### src/rtl/program_ram.sv
// Program memory for exec_unit: registered CPU read/write port plus a byte-serial
// program-load port that holds the CPU off the bus while a load is running.
`ifndef MEMORY_ADDRESS_BITS
`define MEMORY_ADDRESS_BITS 8
`endif
`ifndef MEMORY_DATA_BITS
`define MEMORY_DATA_BITS 8
`endif

module program_ram #(
  parameter int ADDR_BITS = `MEMORY_ADDRESS_BITS,
  parameter int DATA_BITS = `MEMORY_DATA_BITS
) (
  input  logic                 clk,
  input  logic                 reset,
  input  logic                 rd_en,
  input  logic [ADDR_BITS-1:0] rd_addr,
  output logic [DATA_BITS-1:0] rd_data,
  input  logic                 wr_en,
  input  logic [ADDR_BITS-1:0] wr_addr,
  input  logic [DATA_BITS-1:0] wr_data,
  input  logic                 load_start,
  input  logic                 load_valid,
  input  logic [DATA_BITS-1:0] load_data,
  input  logic                 load_last,
  output logic                 load_ready,
  output logic                 load_done,
  output logic                 cpu_hold
);

  typedef enum logic [1:0] {
    SERVE,
    LOAD,
    DONE
  } state_t;

  state_t               state_q, state_d;
  logic [ADDR_BITS-1:0] load_addr_q, load_addr_d;
  logic [DATA_BITS-1:0] rd_data_q, rd_data_d;

  logic                 mem_we;
  logic [ADDR_BITS-1:0] mem_waddr;
  logic [DATA_BITS-1:0] mem_wdata;
  logic [DATA_BITS-1:0] mem [2**ADDR_BITS];

  // The array is read before this edge's write lands, which gives read-first behaviour.
  always_comb begin
    state_d     = state_q;
    load_addr_d = load_addr_q;
    rd_data_d   = rd_data_q;
    mem_we      = 1'b0;
    mem_waddr   = wr_addr;
    mem_wdata   = wr_data;
    case (state_q)
      SERVE: begin
        if (rd_en) rd_data_d = mem[rd_addr];
        if (wr_en) mem_we = 1'b1;
        if (load_start) begin
          state_d     = LOAD;
          load_addr_d = '0;
        end
      end
      LOAD: begin
        rd_data_d = '0;
        if (load_valid) begin
          mem_we      = 1'b1;
          mem_waddr   = load_addr_q;
          mem_wdata   = load_data;
          load_addr_d = load_addr_q + ADDR_BITS'(1);
          if (load_last) state_d = DONE;
        end
        if (load_start) load_addr_d = '0;
      end
      DONE: begin
        state_d = SERVE;
      end
      default: begin
        state_d = SERVE;
      end
    endcase
  end

  always_ff @(posedge clk) begin
    if (reset) begin
      state_q     <= SERVE;
      load_addr_q <= '0;
      rd_data_q   <= '0;
    end else begin
      state_q     <= state_d;
      load_addr_q <= load_addr_d;
      rd_data_q   <= rd_data_d;
    end
  end

  // Contents survive reset so a partially loaded program is not lost.
  always_ff @(posedge clk) begin
    if (mem_we && !reset) mem[mem_waddr] <= mem_wdata;
  end

  assign rd_data    = rd_data_q;
  assign load_ready = (state_q == LOAD);
  assign load_done  = (state_q == DONE);
  assign cpu_hold   = (state_q != SERVE);

endmodule

### config.mk
export PLATFORM = sky130hd
export DESIGN_NAME = program_ram
export DESIGN_NICKNAME = d
export VERILOG_FILES = /design/src/rtl/program_ram.sv
export SDC_FILE = /design/constraint.sdc
export NUM_CORES = 2
export LEC_CHECK = 0
export BUFFER_PORTS_ARGS = -buffer_cell sky130_fd_sc_hd__clkbuf_2
export CAP_MARGIN = 0
export CORE_MARGIN = 4
export CORE_UTILIZATION = 55
export CTS_CLUSTER_DIAMETER = 50
export DETAILED_ROUTE_END_ITERATION = 8
export GPL_TIMING_DRIVEN = 0
export PLACE_DENSITY = 0.71
export SLEW_MARGIN = 25
export SYNTH_ARGS = -nofsm -noshare
export SYNTH_HDL_FRONTEND = slang
export SYNTH_SLANG_ARGS = --single-unit
### constraint.sdc
create_clock -name clk -period 5.67 [get_ports clk]
set_input_delay 1.134 -clock clk [delete_from_list [all_inputs] [get_ports clk]]
set_output_delay 1.134 -clock clk [all_outputs]
set_load 0.03 [all_outputs]
After elaboration in Yosys (flattened, before gate mapping)
Memory sizes are Yosys's and may differ from the RTL's.
Cells that the tools add are included.
W data, S select, Z words.
{"block": "op_classes", "add_sub_neg": 1, "mul": 0, "div": 0, "n_lt_le_gt_ge": 0, "eq_ne": 7, "n_shift": 0, "n_mux": 19, "n_bitwise": 0, "reduce_logical": 8}
{"cell": "$mux W8", "n": 8}
{"cell": "$pmux W8 S2", "n": 2}
{"cell": "$add A8 B1 Y8 const B", "n": 1}
{"cell": "$ne A2 B2 Y1 const B", "n": 4}
{"cell": "$mux W2", "n": 3}
{"cell": "$reduce_and A3 Y1", "n": 2}
{"cell": "$mux W1", "n": 4}
{"cell": "$pmux W2 S2", "n": 1}
{"cell": "$reduce_bool A2 Y1", "n": 2}
{"cell": "$ne A3 B3 Y1 const B", "n": 1}
{"cell": "$eq A2 B1 Y1 const B", "n": 1}
{"cell": "$eq A2 B2 Y1 const B", "n": 1}
{"cell": "$logic_not A2 Y1", "n": 1}
{"cell": "$pmux W1 S2", "n": 1}
{"cell": "$reduce_and A2 Y1", "n": 1}
{"cell": "$logic_and A1 B1 Y1", "n": 1}
{"cell": "$logic_not A1 Y1", "n": 1}
{"block": "word_totals", "ff_bits": 18, "latch_bits": 0, "ram_bits": 2048, "mem_bits_ro": 0, "input_bits": 39, "output_inout_bits": 11, "wordCells": 39, "mem_count": 1}
{"memory": "mem", "depth": 256, "width": 8, "rd": 1, "rd_ports_with_merged_regs": 0, "write_ports": 1, "line_no": "44", "rtl": "logic [DATA_BITS-1:0] mem [2**ADDR_BITS];"}

Longest topological paths before layout
{"block": "depth", "word_depth": 5, "ltp_mapped": 13, "depth_no_buf": 7}

Worst setup path before layout
Ideal clock, no wire load.
{"block": "synth_timing", "kind": "input to register", "start": "input port load_valid", "end": "memory mem[0][0] (netlist bit), data pin", "arrival_ns": 3.824, "t_required_ns": 5.114, "path_slack_ns": 1.290, "stages": 4, "cell_sequence": "nand2_1 > clkbuf_1 > buf_1 > mux2_2"}
{"block": "synth_via", "elab_chain_len": 2}
{"element": "from (decl)", "line_no": "23", "rtl": "input logic load_valid,"}
{"element": "$mux W8", "line_no": "65", "rtl": "if (load_valid) begin"}
{"element": "$mux W8", "line_no": "54", "rtl": "case (state_q)"}
{"element": "net mem_wdata[0]", "line_no": "43", "rtl": "logic [DATA_BITS-1:0] mem_wdata;"}
{"element": "to (decl)", "line_no": "44"}
The timed path passes the listed nets, and every way through them passes these cells.

Worst setup path after layout
{"block": "layout_timing", "start": "input port rd_addr[1]", "end": "register rd_data_q[3] (netlist: rd_data[3])"}
{"block": "layout_via", "elab_chain_len": 3}
{"element": "from (decl)", "line_no": "17", "rtl": "input logic [ADDR_BITS-1:0] rd_addr,"}
{"element": "$mem_v2 Z256 W8"}
{"element": "$mux W8", "line_no": "56", "rtl": "if (rd_en) rd_data_d = mem[rd_addr];"}
{"element": "$pmux W8 S2", "line_no": "54"}
{"element": "to (signal assigned)", "line_no": "91", "rtl": "rd_data_q <= rd_data_d;"}
{"element": "to (decl)", "line_no": "39", "rtl": "logic [DATA_BITS-1:0] rd_data_q, rd_data_d;"}
No other way between the ends. The select of a mux whose other input is x is not followed.
A chain may end at the register's enable or synchronous reset.

==> results_dict.tcl <==
set metrics [dict create \
    status "finished with violations" \
    violations "negative setup slack" \
    slew_headroom_pct 11.5 \
    track_usage_pct 40.6 \
    die_y_um 391 \
    synthAdderAreaFrac_pct 0.0155 \
    cts_setup_buffers 0 \
    worstPathRequired_ns 6.39 \
    vias 47800 \
    synth_compound_area_share_pct 2.56 \
    final_util_pct 62.8 \
    cts_tree "done" \
    postSynthAreaPerCell_um2 20.7 \
    critPathKind "input port to flip-flop" \
    clock_latency_ns 0.89 \
    async_flop_share_pct 0 \
    cpMaxStageDelayCell "buf_2" \
    start_util_pct 55.4 \
    cp_slowest_stage_delay_ns 0.96 \
    drcViolationCount 0 \
    yosysUniqueCellTypes 67 \
    ctsHoldBuffers 0 \
    yosys.area_share.simple_pct 3.63 \
    synth_top_area_share_pct 76.1 \
    yosys_register_bits 2066 \
    synthCells 3898 \
    crit_chain "clkbuf_2, buf_6, buf_4, buf_4, buf_2, nand2_2, o22ai_1, nor3_1, nor2_1, o41ai_1, a221oi_1, o41ai_1" \
    cts_htree_levels 4 \
    grt_max_degree 121 \
    slew_violations 0 \
    path_clk_slew_ns 0.06 \
    ys_seq_area_share_pct 76.6 \
    syn_area_um2 80800 \
    maxCapViolations 0 \
    hold_viol_final 0 \
    max_freq_mhz 167 \
    die_w_um 391 \
    synthXorXnorAreaFrac_pct 0.0434 \
    worst_pin_slew_ns 1.33 \
    rsz0062_at_grt "no" \
    final_layout_size_suffix_gt1_share_pct 25.9 \
    synthMuxAreaShare_pct 15.3 \
    power_density_nw_per_um2 358 \
    ant_nets 0 \
    fp.dieArea_um2 153000 \
    skew_ns 0.0678 \
    hp-class "input port to flip-flop" \
    synth_edf_count 2048 \
    ys_warn_count 0 \
    port_buffers 45 \
    synth_top_family_by_area "multiplexers" \
    p_leak_nw 28.6 \
    report.final.setup_viol 2 \
    syn2layout_area_growth_pct 13.3 \
    grt_pass1_wl_um 402000 \
    fin_crit_sh_pct 106 \
    cts_buffers 203 \
    cts_resized 0 \
    grt_overflow 0 \
    worst-path-max-fanout 10 \
    viasPerCell 7.57 \
    routedWlPerCell_um 48.7 \
    final-instance-count-excl-fill 6324 \
    pin_count 50 \
    critPathCaptureType "flip-flop" \
    clock_sinks 2066 \
    dp_hpwl_um 201000 \
    synth_area_leaders "edfxtp_1 (76%), mux4_2 (14%), nor2_1 (1.5%)" \
    place_inst 5911 \
    initialDrtViolationCount 10700 \
    antenna_found_initial 29 \
    routabilityCongestion 1.05 \
    core.rowCount 140 \
    grt_pass1_vias 43700 \
    synthFlopType "edfxtp_1" \
    root_buffer "clkbuf_16" \
    vdd.ir_drop.worst_mv 0.302 \
    fin_ws_ns -0.320 \
    layout_min_cycle_time_ns 5.99 \
    synth_fp_nets 3938 \
    first_pass_iters 7 \
    layout.nets 4239 \
    routed_wl_um 308000 \
    core_area_um2 146000 \
    cp_num_buf_inv 5 \
    crit_arrival_ns 6.71 \
    start_kind "input port" \
    cpLargestDelayFamily "buffers and inverters" \
    yosys.area.top_type "edfxtp_1" \
    clk_path_buf_depth 3 \
    power.total_w 0.0328 \
]
-- sequential cells by signal, indices dropped and copies added (netlist names) --
signal	cells
load_addr_q	8
rd_data	8
mem	2048
state_q	2
-- power breakdown --
part | switching [W] | total [W] | internal, W
combinational | 0.00183 | 0.00246 | 0.000631
clock | 0.00602 | 0.0134 | 0.00735
sequential | 0.0000151 | 0.0169 | 0.0169
-- worst paths after layout --
path	from	to	slack, ns	cells past startpoint
max	rd_addr[1]	rd_data[3]	-0.32	12
min	load_valid	state_q[1]	0.53	3
max reg2reg	state_q[1]	mem[235][7]	0.96	9
min reg2reg	state_q[1]	state_q[0]	0.55	1
-- cells by family after synthesis --
family,count (synthesis)
compound gates,305
buf+inv,236
flops,2066
mux,614
simple gates,672
fa+ha+maj,1
xor+xnor,4
-- worst register-to-register path, cell delays in order (launching register included) --
cell	delay, ns
dfxtp_1	0.43
and2b_1	0.26
nand2_1	0.32
clkbuf_1	0.47
nand3b_1	0.14
o21ai_1	0.42
nand3_1	0.63
clkbuf_2	0.56
buf_16	0.30
nor2_1	0.82
-- final cells by class --
cell class | instances | area [um2]
flip-flops and latches | 2066 | 61900
multi-input cells | 1596 | 17700
clock buffers | 240 | 5300
plain buffers | 229 | 1540
clock inverters | 141 | 1220
fillers | 9860 | 54200
diodes | 32 | 80.1
repair buffers | 96 | 1390
well taps | 1917 | 2400
inverters | 7 | 26.3
-- placed cells by master, fill, tap and decap left out, types with 17 or more instances in the layout --
master and count:
clkinv_2 40, nor2b_1 23, a21oi_1 44, nand2_1 154, o22ai_1 81, o221ai_1 18
nand3_1 55, clkbuf_1 70, clkbuf_2 94, dfxtp_1 18, a22oi_1 17, buf_4 44
buf_6 28, nor2_2 20, mux2i_1 96, nor3_1 35, edfxtp_1 2048, buf_2 62
mux4_2 498, a211oi_1 23, clkbuf_16 207, diode_2 32, nor2_1 296, buf_16 33
nand2b_1 23, o21ai_0 18, clkinv_1 66
-- per-layer routing --
| layer | global-route usage (%) | vias up | part of all wire [%] |
|---|---|---|---|
| met5 | 0.510 | - | 0.060 |
| met4 | 28.2 | 24 | 9.0 |
| met3 | 22.3 | 1217 | 19 |
| met2 | 54.1 | 5354 | 41 |
| met1 | 50.3 | 24400 | 32 |
| li1 | - | 16800 | - |
-- through the flow --
stage	TNS (ns)	instance area, um2	setup WS [ns]	hold slack [ns]
global placement	-2382.38	83400	-1.35	0.519
CTS	0	91400	0.357	0.495
detailed placement	-1.98	84900	-0.534	0.516
floorplan	0	80800	1.29	0.479
finish	-0.417	91500	-0.320	0.528
global route	0	91400	0.195	0.545
-- cells in the mapped netlist, drive strengths merged (11+ instances only) --
cell,n
o31ai,11
a22oi,17
clkbuf,86
nand2,155
nor2b,23
edfxtp,2048
nor2,316
nand3,55
buf,143
a211oi,23
dfxtp,18
o21ai,37
o22ai,81
mux4,498
mux2,18
nand2b,24
mux2i,98
o221ai,18
nand4,11
a31oi,16
a21oi,44
nor3,37
Note: power is estimated with default switching activity, not from simulation.
